$ cat config.mk
export PLATFORM = sky130hd
export DESIGN_NAME = ysyx_25040111_icache
export DESIGN_NICKNAME = d
export VERILOG_FILES = /design/src/rtl/ysyx_25040111_icache_pkg.sv /design/src/rtl/ysyx_25040111_icache_array.sv /design/src/rtl/ysyx_25040111_icache.sv
export SDC_FILE = /design/constraint.sdc
export NUM_CORES = 1
export LEC_CHECK = 0
export CAP_MARGIN = 15
export CORE_MARGIN = 10
export CORE_UTILIZATION = 50
export CTS_CLUSTER_DIAMETER = 80
export CTS_CLUSTER_SIZE = 8
export DETAILED_ROUTE_END_ITERATION = 6
export MAX_ROUTING_LAYER = met4
export PLACE_DENSITY = 0.73
export SLEW_MARGIN = 20
export SYNTH_ARGS = -nofsm -noshare
export SYNTH_HDL_FRONTEND = slang
export SYNTH_HIERARCHICAL = 1
export SYNTH_SLANG_ARGS = --single-unit
export TNS_END_PERCENT = 50
$ cat constraint.sdc
create_clock -name clock -period 5.8 [get_ports clock]
set_clock_uncertainty 0.15 [all_clocks]
set_input_delay 0.58 -clock clock [delete_from_list [all_inputs] [get_ports clock]]
set_output_delay 0.58 -clock clock [all_outputs]
set_load 0.02 [all_outputs]
$ cat src/rtl/ysyx_25040111_icache_pkg.sv
// Shared definitions for the instruction cache.
// Geometry defaults, derived widths and FSM state encoding.
package ysyx_25040111_icache_pkg;

    localparam int ICACHE_CACHE_LS = 4;
    localparam int ICACHE_BLOCK_LS = 3;
    localparam int ICACHE_IDX_W    = ICACHE_CACHE_LS;
    localparam int ICACHE_OFF_W    = ICACHE_BLOCK_LS - 2;
    localparam int ICACHE_TAG_W    = 32 - ICACHE_CACHE_LS - ICACHE_BLOCK_LS;

    typedef enum logic [2:0] {
        S_IDLE,
        S_LOOKUP,
        S_REFILL_AR,
        S_REFILL_R,
        S_RESP
    } icache_state_t;

endpackage

$ cat src/rtl/ysyx_25040111_icache_array.sv
// Tag/valid/data storage for the direct-mapped icache.
// Combinational read, per-beat data write, tag+valid write, flush-all.
module ysyx_25040111_icache_array
    import ysyx_25040111_icache_pkg::*;
#(
    parameter int CACHE_LS = ICACHE_CACHE_LS,
    parameter int BLOCK_LS = ICACHE_BLOCK_LS
) (
    input  logic                           clock,
    input  logic                           reset,
    input  logic [CACHE_LS-1:0]            i_rd_idx,
    input  logic [BLOCK_LS-3:0]            i_rd_off,
    input  logic [31-CACHE_LS-BLOCK_LS:0]  i_rd_tag,
    output logic                           o_hit,
    output logic [31:0]                    o_rd_data,
    input  logic                           i_wr_en,
    input  logic [BLOCK_LS-3:0]            i_wr_off,
    input  logic [31:0]                    i_wr_data,
    input  logic                           i_tv_en,
    input  logic                           i_flush
);

    localparam int NLINE = 1 << CACHE_LS;
    localparam int NWORD = 1 << (BLOCK_LS - 2);

    logic [31:0]                   r_data [NLINE*NWORD];
    logic [31-CACHE_LS-BLOCK_LS:0] r_tag  [NLINE];
    logic [NLINE-1:0]              r_valid;

    // Refill beats land in the line selected by the read index.
    always_ff @(posedge clock) begin
        if (i_wr_en)
            r_data[{i_rd_idx, i_wr_off}] <= i_wr_data;
    end

    // Tag is written with the final refill beat.
    always_ff @(posedge clock) begin
        if (i_tv_en)
            r_tag[i_rd_idx] <= i_rd_tag;
    end

    // Valid bits: flush overrides a same-cycle line install.
    always_ff @(posedge clock) begin
        if (!reset)
            r_valid <= '0;
        else if (i_flush)
            r_valid <= '0;
        else if (i_tv_en)
            r_valid[i_rd_idx] <= 1'b1;
    end

    assign o_hit     = r_valid[i_rd_idx] && (r_tag[i_rd_idx] == i_rd_tag);
    assign o_rd_data = r_data[{i_rd_idx, i_rd_off}];

endmodule

$ cat src/rtl/ysyx_25040111_icache.sv
// Direct-mapped read-only instruction cache with burst refill,
// fence.i flush and hit/miss counters.
module ysyx_25040111_icache
    import ysyx_25040111_icache_pkg::*;
#(
    parameter int CACHE_LS = ICACHE_CACHE_LS,
    parameter int BLOCK_LS = ICACHE_BLOCK_LS
) (
    input  logic        clock,
    input  logic        reset,
    input  logic        req_valid,
    input  logic [31:0] req_addr,
    output logic        req_ready,
    output logic        rsp_valid,
    output logic [31:0] rsp_data,
    input  logic        rsp_ready,
    input  logic        flush,
    output logic        mem_arvalid,
    output logic [31:0] mem_araddr,
    output logic [7:0]  mem_arlen,
    input  logic        mem_arready,
    input  logic        mem_rvalid,
    input  logic [31:0] mem_rdata,
    input  logic        mem_rlast,
    output logic        mem_err,
    output logic [31:0] hit_cnt,
    output logic [31:0] miss_cnt
);

    localparam int OFF_W = BLOCK_LS - 2;
    localparam int BEATS = 1 << OFF_W;

    icache_state_t r_state;
    logic [31:2]      r_addr;
    logic [OFF_W-1:0] r_beat;
    logic             r_pend;
    logic             r_rsp_valid;
    logic [31:0]      r_rsp_data;
    logic             r_arvalid;
    logic             r_err;
    logic [31:0]      r_hit_cnt;
    logic [31:0]      r_miss_cnt;

    logic [CACHE_LS-1:0]           w_idx;
    logic [OFF_W-1:0]              w_off;
    logic [31-CACHE_LS-BLOCK_LS:0] w_tag;
    logic                          w_hit;
    logic [31:0]                   w_rd_data;
    logic                          w_last;
    logic                          w_beat_we;
    logic                          w_fill_done;
    logic                          w_flush_all;
    logic                          w_unused;

    assign w_tag = r_addr[31:BLOCK_LS+CACHE_LS];
    assign w_idx = r_addr[BLOCK_LS+CACHE_LS-1:BLOCK_LS];
    assign w_off = r_addr[BLOCK_LS-1:2];
    assign w_unused = ^req_addr[1:0];

    assign w_last      = (r_beat == OFF_W'(BEATS - 1));
    assign w_beat_we   = (r_state == S_REFILL_R) && mem_rvalid;
    assign w_fill_done = w_beat_we && w_last;

    // A flush during refill is deferred until the line is installed.
    assign w_flush_all =
        (flush && (r_state == S_IDLE || r_state == S_LOOKUP
                   || r_state == S_RESP))
        || (w_fill_done && (r_pend || flush));

    ysyx_25040111_icache_array #(
        .CACHE_LS (CACHE_LS),
        .BLOCK_LS (BLOCK_LS)
    ) u_array (
        .clock     (clock),
        .reset     (reset),
        .i_rd_idx  (w_idx),
        .i_rd_off  (w_off),
        .i_rd_tag  (w_tag),
        .o_hit     (w_hit),
        .o_rd_data (w_rd_data),
        .i_wr_en   (w_beat_we),
        .i_wr_off  (r_beat),
        .i_wr_data (mem_rdata),
        .i_tv_en   (w_fill_done),
        .i_flush   (w_flush_all)
    );

    // Request/response FSM with counters and refill bookkeeping.
    always_ff @(posedge clock) begin
        if (!reset) begin
            r_state     <= S_IDLE;
            r_beat      <= '0;
            r_pend      <= 1'b0;
            r_rsp_valid <= 1'b0;
            r_rsp_data  <= '0;
            r_arvalid   <= 1'b0;
            r_err       <= 1'b0;
            r_hit_cnt   <= '0;
            r_miss_cnt  <= '0;
        end else begin
            unique case (r_state)
                S_IDLE: begin
                    if (req_valid) begin
                        r_addr  <= req_addr[31:2];
                        r_state <= S_LOOKUP;
                    end
                end
                S_LOOKUP: begin
                    if (w_hit) begin
                        r_rsp_data  <= w_rd_data;
                        r_rsp_valid <= 1'b1;
                        r_hit_cnt   <= r_hit_cnt + 32'd1;
                        r_state     <= S_RESP;
                    end else begin
                        r_arvalid  <= 1'b1;
                        r_miss_cnt <= r_miss_cnt + 32'd1;
                        r_state    <= S_REFILL_AR;
                    end
                end
                S_REFILL_AR: begin
                    if (flush)
                        r_pend <= 1'b1;
                    if (mem_arready) begin
                        r_arvalid <= 1'b0;
                        r_beat    <= '0;
                        r_state   <= S_REFILL_R;
                    end
                end
                S_REFILL_R: begin
                    if (flush)
                        r_pend <= 1'b1;
                    if (mem_rvalid) begin
                        r_beat <= r_beat + 1'b1;
                        if (r_beat == w_off)
                            r_rsp_data <= mem_rdata;
                        if (mem_rlast != w_last)
                            r_err <= 1'b1;
                        if (w_last) begin
                            r_pend      <= 1'b0;
                            r_rsp_valid <= 1'b1;
                            r_state     <= S_RESP;
                        end
                    end
                end
                S_RESP: begin
                    if (rsp_ready) begin
                        r_rsp_valid <= 1'b0;
                        r_state     <= S_IDLE;
                    end
                end
                default: r_state <= S_IDLE;
            endcase
        end
    end

    assign req_ready   = (r_state == S_IDLE) && reset;
    assign rsp_valid   = r_rsp_valid;
    assign rsp_data    = r_rsp_valid ? r_rsp_data : 32'd0;
    assign mem_arvalid = r_arvalid;
    assign mem_araddr  = r_arvalid
                       ? {r_addr[31:BLOCK_LS], {BLOCK_LS{1'b0}}} : 32'd0;
    assign mem_arlen   = r_arvalid ? 8'(BEATS - 1) : 8'd0;
    assign mem_err     = r_err;
    assign hit_cnt     = r_hit_cnt;
    assign miss_cnt    = r_miss_cnt;

endmodule
==> metrics.md <==
| Metric | Value |
|---|---|
| CTS Buf Count | `between 200 and 250` |
| P per Cell Area | `342.1 mW/mm^2` |
| Fmax | `191.0 MHz` |
| Cell area after synthesis | `0.06194 mm^2` |
| Post-DP HPWL | `86,310 um` |
| Htree depth | `4` |
| Static leakage | `23.15 nW` |
| Finish-stage setup viols | `0` |
| Max capacitance violation total | `0` |
| Die H | `~370 um` |
| Post-Synthesis Cells | `roughly 3,200` |
| Post-synth EDFFs | `1,454` |
| CTS Buffer Depth | `3` |
| Setup crit start kind | `register` |
| Worst hold margin | `0.1238 ns` |
| Root Buffer | `clkbuf_16` |
| R2R Path Start | `r_addr[3]$_DFFE_PP_` |
| Hold crit path type | `in2reg` |
| Post-route antenna net violation count | `0` |
| Total wire length | `about 160,000 um` |
| Routed vias | `~33,000` |
| Num ports | `212` |
| Starting Density | `50.23%` |
| Worst Min Path Start | `mem_rdata[21]` |
| Hold Buf Count CTS | `0` |
| Worst skew pair latency | `0.83 ns` |
| GR Layer Usage met2 | `between 30 and 40%` |
| # Post-CTS Setup Buffers | `0` |
| Status | `finished, final reports clean` |
| Clock sink total | `1,574` |
| Critical path arrival | `~5.8 ns` |
| Area added between synthesis and finish | `17.57%` |
| Largest net degree at the start of global routing | `147` |
| First-pass GRT wire length | `226,500 um` |
| Gr ovfl total | `0` |
| PostCTS Resize Cnt | `0` |
| Row count | `129` |
| Asr flop ratio synth | `0%` |
| Met1 Use GR | `30.67%` |
| Final period utilization | `approximately 90%` |
| Worst Reg2Reg Path Length in Cells | `13` |
| Post-synthesis area per instance | `between 15 and 20 um^2` |
| Crit Path Class | `reg2reg` |
| Final worst slack | `about 0.56 ns` |
| Die width | `372.0 um` |
| Antenna violations before repair | `7` |
| Grt met3 use | `5.415%` |
| Post-route cell area | `0.07282 mm^2` |
| WP data required | `6.32 ns` |
| #FFs+latches synth | `approximately 1,600` |
| Port bufs | `199` |
| Min Tclk post-route | `approximately 5.2 ns` |
| Synth cell types | `68` |
| Fin. Hold Viols | `0` |
| DRC viols | `0` |
| Max FO, Critical Path | `20` |
| 1st-pass router iterations | `5` |
| Total power | `around 25 mW` |
| Seq/Total Area, Yosys | `~74%` |
| Worst-path clk slew | `~0.05 ns` |
| Ys flop type | `edfxtp_1` |
| RSZ-0062 raised after global routing | `no` |
| Share of cells above drive strength 1 | `23.02%` |
| Max-slew headroom | `23.42%` |
| Die area | `around 0.14 mm^2` |
| Routed WL per cell | `~30 um` |
| Dpl ws | `0.7797 ns` |
| Core Box Area | `approximately 0.12 mm^2` |
| Mean number of vias per cell | `6.340` |
| Nets | `approximately 3,600` |
| Vias in the first global route | `33,530` |
| R2R Setup Slk | `between 0.5 and 0.6 ns` |
| Drt initial violations | `4,118` |
| GPL Wtd Cong | `0.8165` |
| WHS Endpoint | `u_array/r_data[8][21]$_DFFE_PP_` |
| Worst VDD drop | `0.3462 mV` |
| Worst Tran Pin Value | `1.146 ns` |
| Dpl cell area | `0.06663 mm^2` |
| GRT busiest layer | `met2` |
| CTS tree | `done` |
| R2r endpoint | `hit_cnt[26]$_SDFFE_PN0P_` |
| GRT Util Overall | `22.88%` |
| Pins over their slew limit | `0` |
| Crit. End Element | `register` |
| Synthesis Warnings | `6` |
| Worst Hold Depth | `1` |
| Setup TNS | `0 ns` |
-- Yosys cell counts (all sizes together), types with 27 or more instances --
master	instances	area, um^2
a21oi	72	360.4
a311oi	33	289.0
and2	69	431.7
buf	118	675.7
clkbuf	86	322.8
dfxtp	120	2402
edfxtp	1454	43660
mux2i	169	1692
mux4	352	7950
nand2	93	349.1
nand3	61	305.3
nand4	30	187.7
nor2	68	255.2
o21ai	29	145.1
o22ai	77	481.7
or2	35	219.0
or4	27	206.5
xnor2	27	236.5
-- placed cells by master, fill, tap and decap left out, types with 9 or more instances in the layout --
cell type        instances
mux4_2                 346
nor4_1                  14
xnor2_1                 27
nand2b_1                12
clkinv_16                9
dfxtp_1                117
clkbuf_16              216
o21a_1                  22
mux2_2                  14
nand2_1                 90
nor2_4                  32
buf_12                  28
buf_2                   13
o21ai_0                 27
a311oi_1                33
or4_1                   26
xor2_1                  17
buf_4                   92
clkdlybuf4s50_1        186
nand3_1                 61
nor2_1                  36
conb_1                  10
o22ai_1                 77
edfxtp_1              1454
a21oi_1                 72
clkbuf_1               106
nand4_1                 30
nor3_2                  16
or2_2                   35
inv_1                   19
mux2i_1                169
o31ai_1                 23
and2_1                  68
or3_1                    9
a22oi_1                  9
-- worst max path at each step --
stage / startpoint / end / slack [ns] / cells after the start
2_1_floorplan: r_state[1]$_SDFFE_PN0P_ / u_array/r_data[0][0]$_DFFE_PP_ / 0.74 / 8
3_3_place_gp: r_addr[4]$_DFFE_PP_ / miss_cnt[22]$_SDFFE_PN0P_ / 0.76 / 12
3_5_place_dp: r_addr[3]$_DFFE_PP_ / hit_cnt[24]$_SDFFE_PN0P_ / 0.78 / 13
4_1_cts: r_addr[3]$_DFFE_PP_ / hit_cnt[26]$_SDFFE_PN0P_ / 0.60 / 13
5_1_grt: r_addr[3]$_DFFE_PP_ / hit_cnt[26]$_SDFFE_PN0P_ / 0.21 / 13
6_report: r_addr[3]$_DFFE_PP_ / hit_cnt[26]$_SDFFE_PN0P_ / 0.56 / 13
-- sequential cells by signal, indices dropped and copies added (netlist names), 3 cells and up --
register and flops:
hit_cnt 32, u_array/r_valid 16, miss_cnt 32, r_addr 30, u_array/r_data 1024, u_array/r_tag 400, r_state 3, r_rsp_data 32
-- critical path, cell delays in order (launching register included) --
cell	delay (ns)
edfxtp_1	0.73
buf_4	0.49
mux4_2	0.58
a22oi_1	0.22
nand2_1	0.11
xnor2_1	0.18
nand4_1	0.24
nor4_1	0.36
and4_1	0.43
nor4bb_4	0.28
buf_4	0.29
nand2_1	0.27
nor4_1	0.45
mux2i_1	0.27
-- metal layers --
layer  wire [um]  vias to the layer above
li1            -                    13690
met1       61000                    17460
met2       74760                     1967
met3       16110                      278
met4        3472                        0
met5           0                        -
-- cell families (layout without fill, tap and decap cells) --
group                      Yosys count  in the layout  share of synthesized area [%]
other                                1             14                       0.006054
buffers and inverters              226            682                          1.745
AOI/OAI and AO/OA                  303            303                          3.238
adders and majority gates            2              2                        0.04040
xor gates and xnor gates            44             44                         0.6222
muxes                              535            535                          15.82
DFF                               1574           1574                          74.37
and+or+nand+nor                    477            477                          4.155
-- layout make-up --
type / count / area, um^2
Antenna cell: 4 / 10.01
Clock buffer: 323 / 5817
Clock inverter: 15 / 342.8
Fill cell: 8700 / 50490
Inverter: 22 / 83.83
Multi-Input combinational cell: 1371 / 15200
Sequential cell: 1574 / 46070
Tap cell: 1637 / 2048
Timing Repair Buffer: 322 / 3248
-- power by group --
group          switching [mW]  internal (mW)  leakage (nW)  total (mW)
registers              0.0675           12.4          14.0        12.5
logic                   0.583          0.406          6.18       0.990
clock network            4.60           6.83          2.93        11.4
total                    5.25           19.7          23.1        24.9
-- metrics by stage --
step / util (%) / instances
global route: 59.05 / 5266
finish: 59.05 / 5268
CTS: 59.03 / 5260
global placement: 53.98 / 4919
floorplan: - / 3171
detailed placement: 54.03 / 4922
Note: power is estimated with default switching activity, not from simulation.
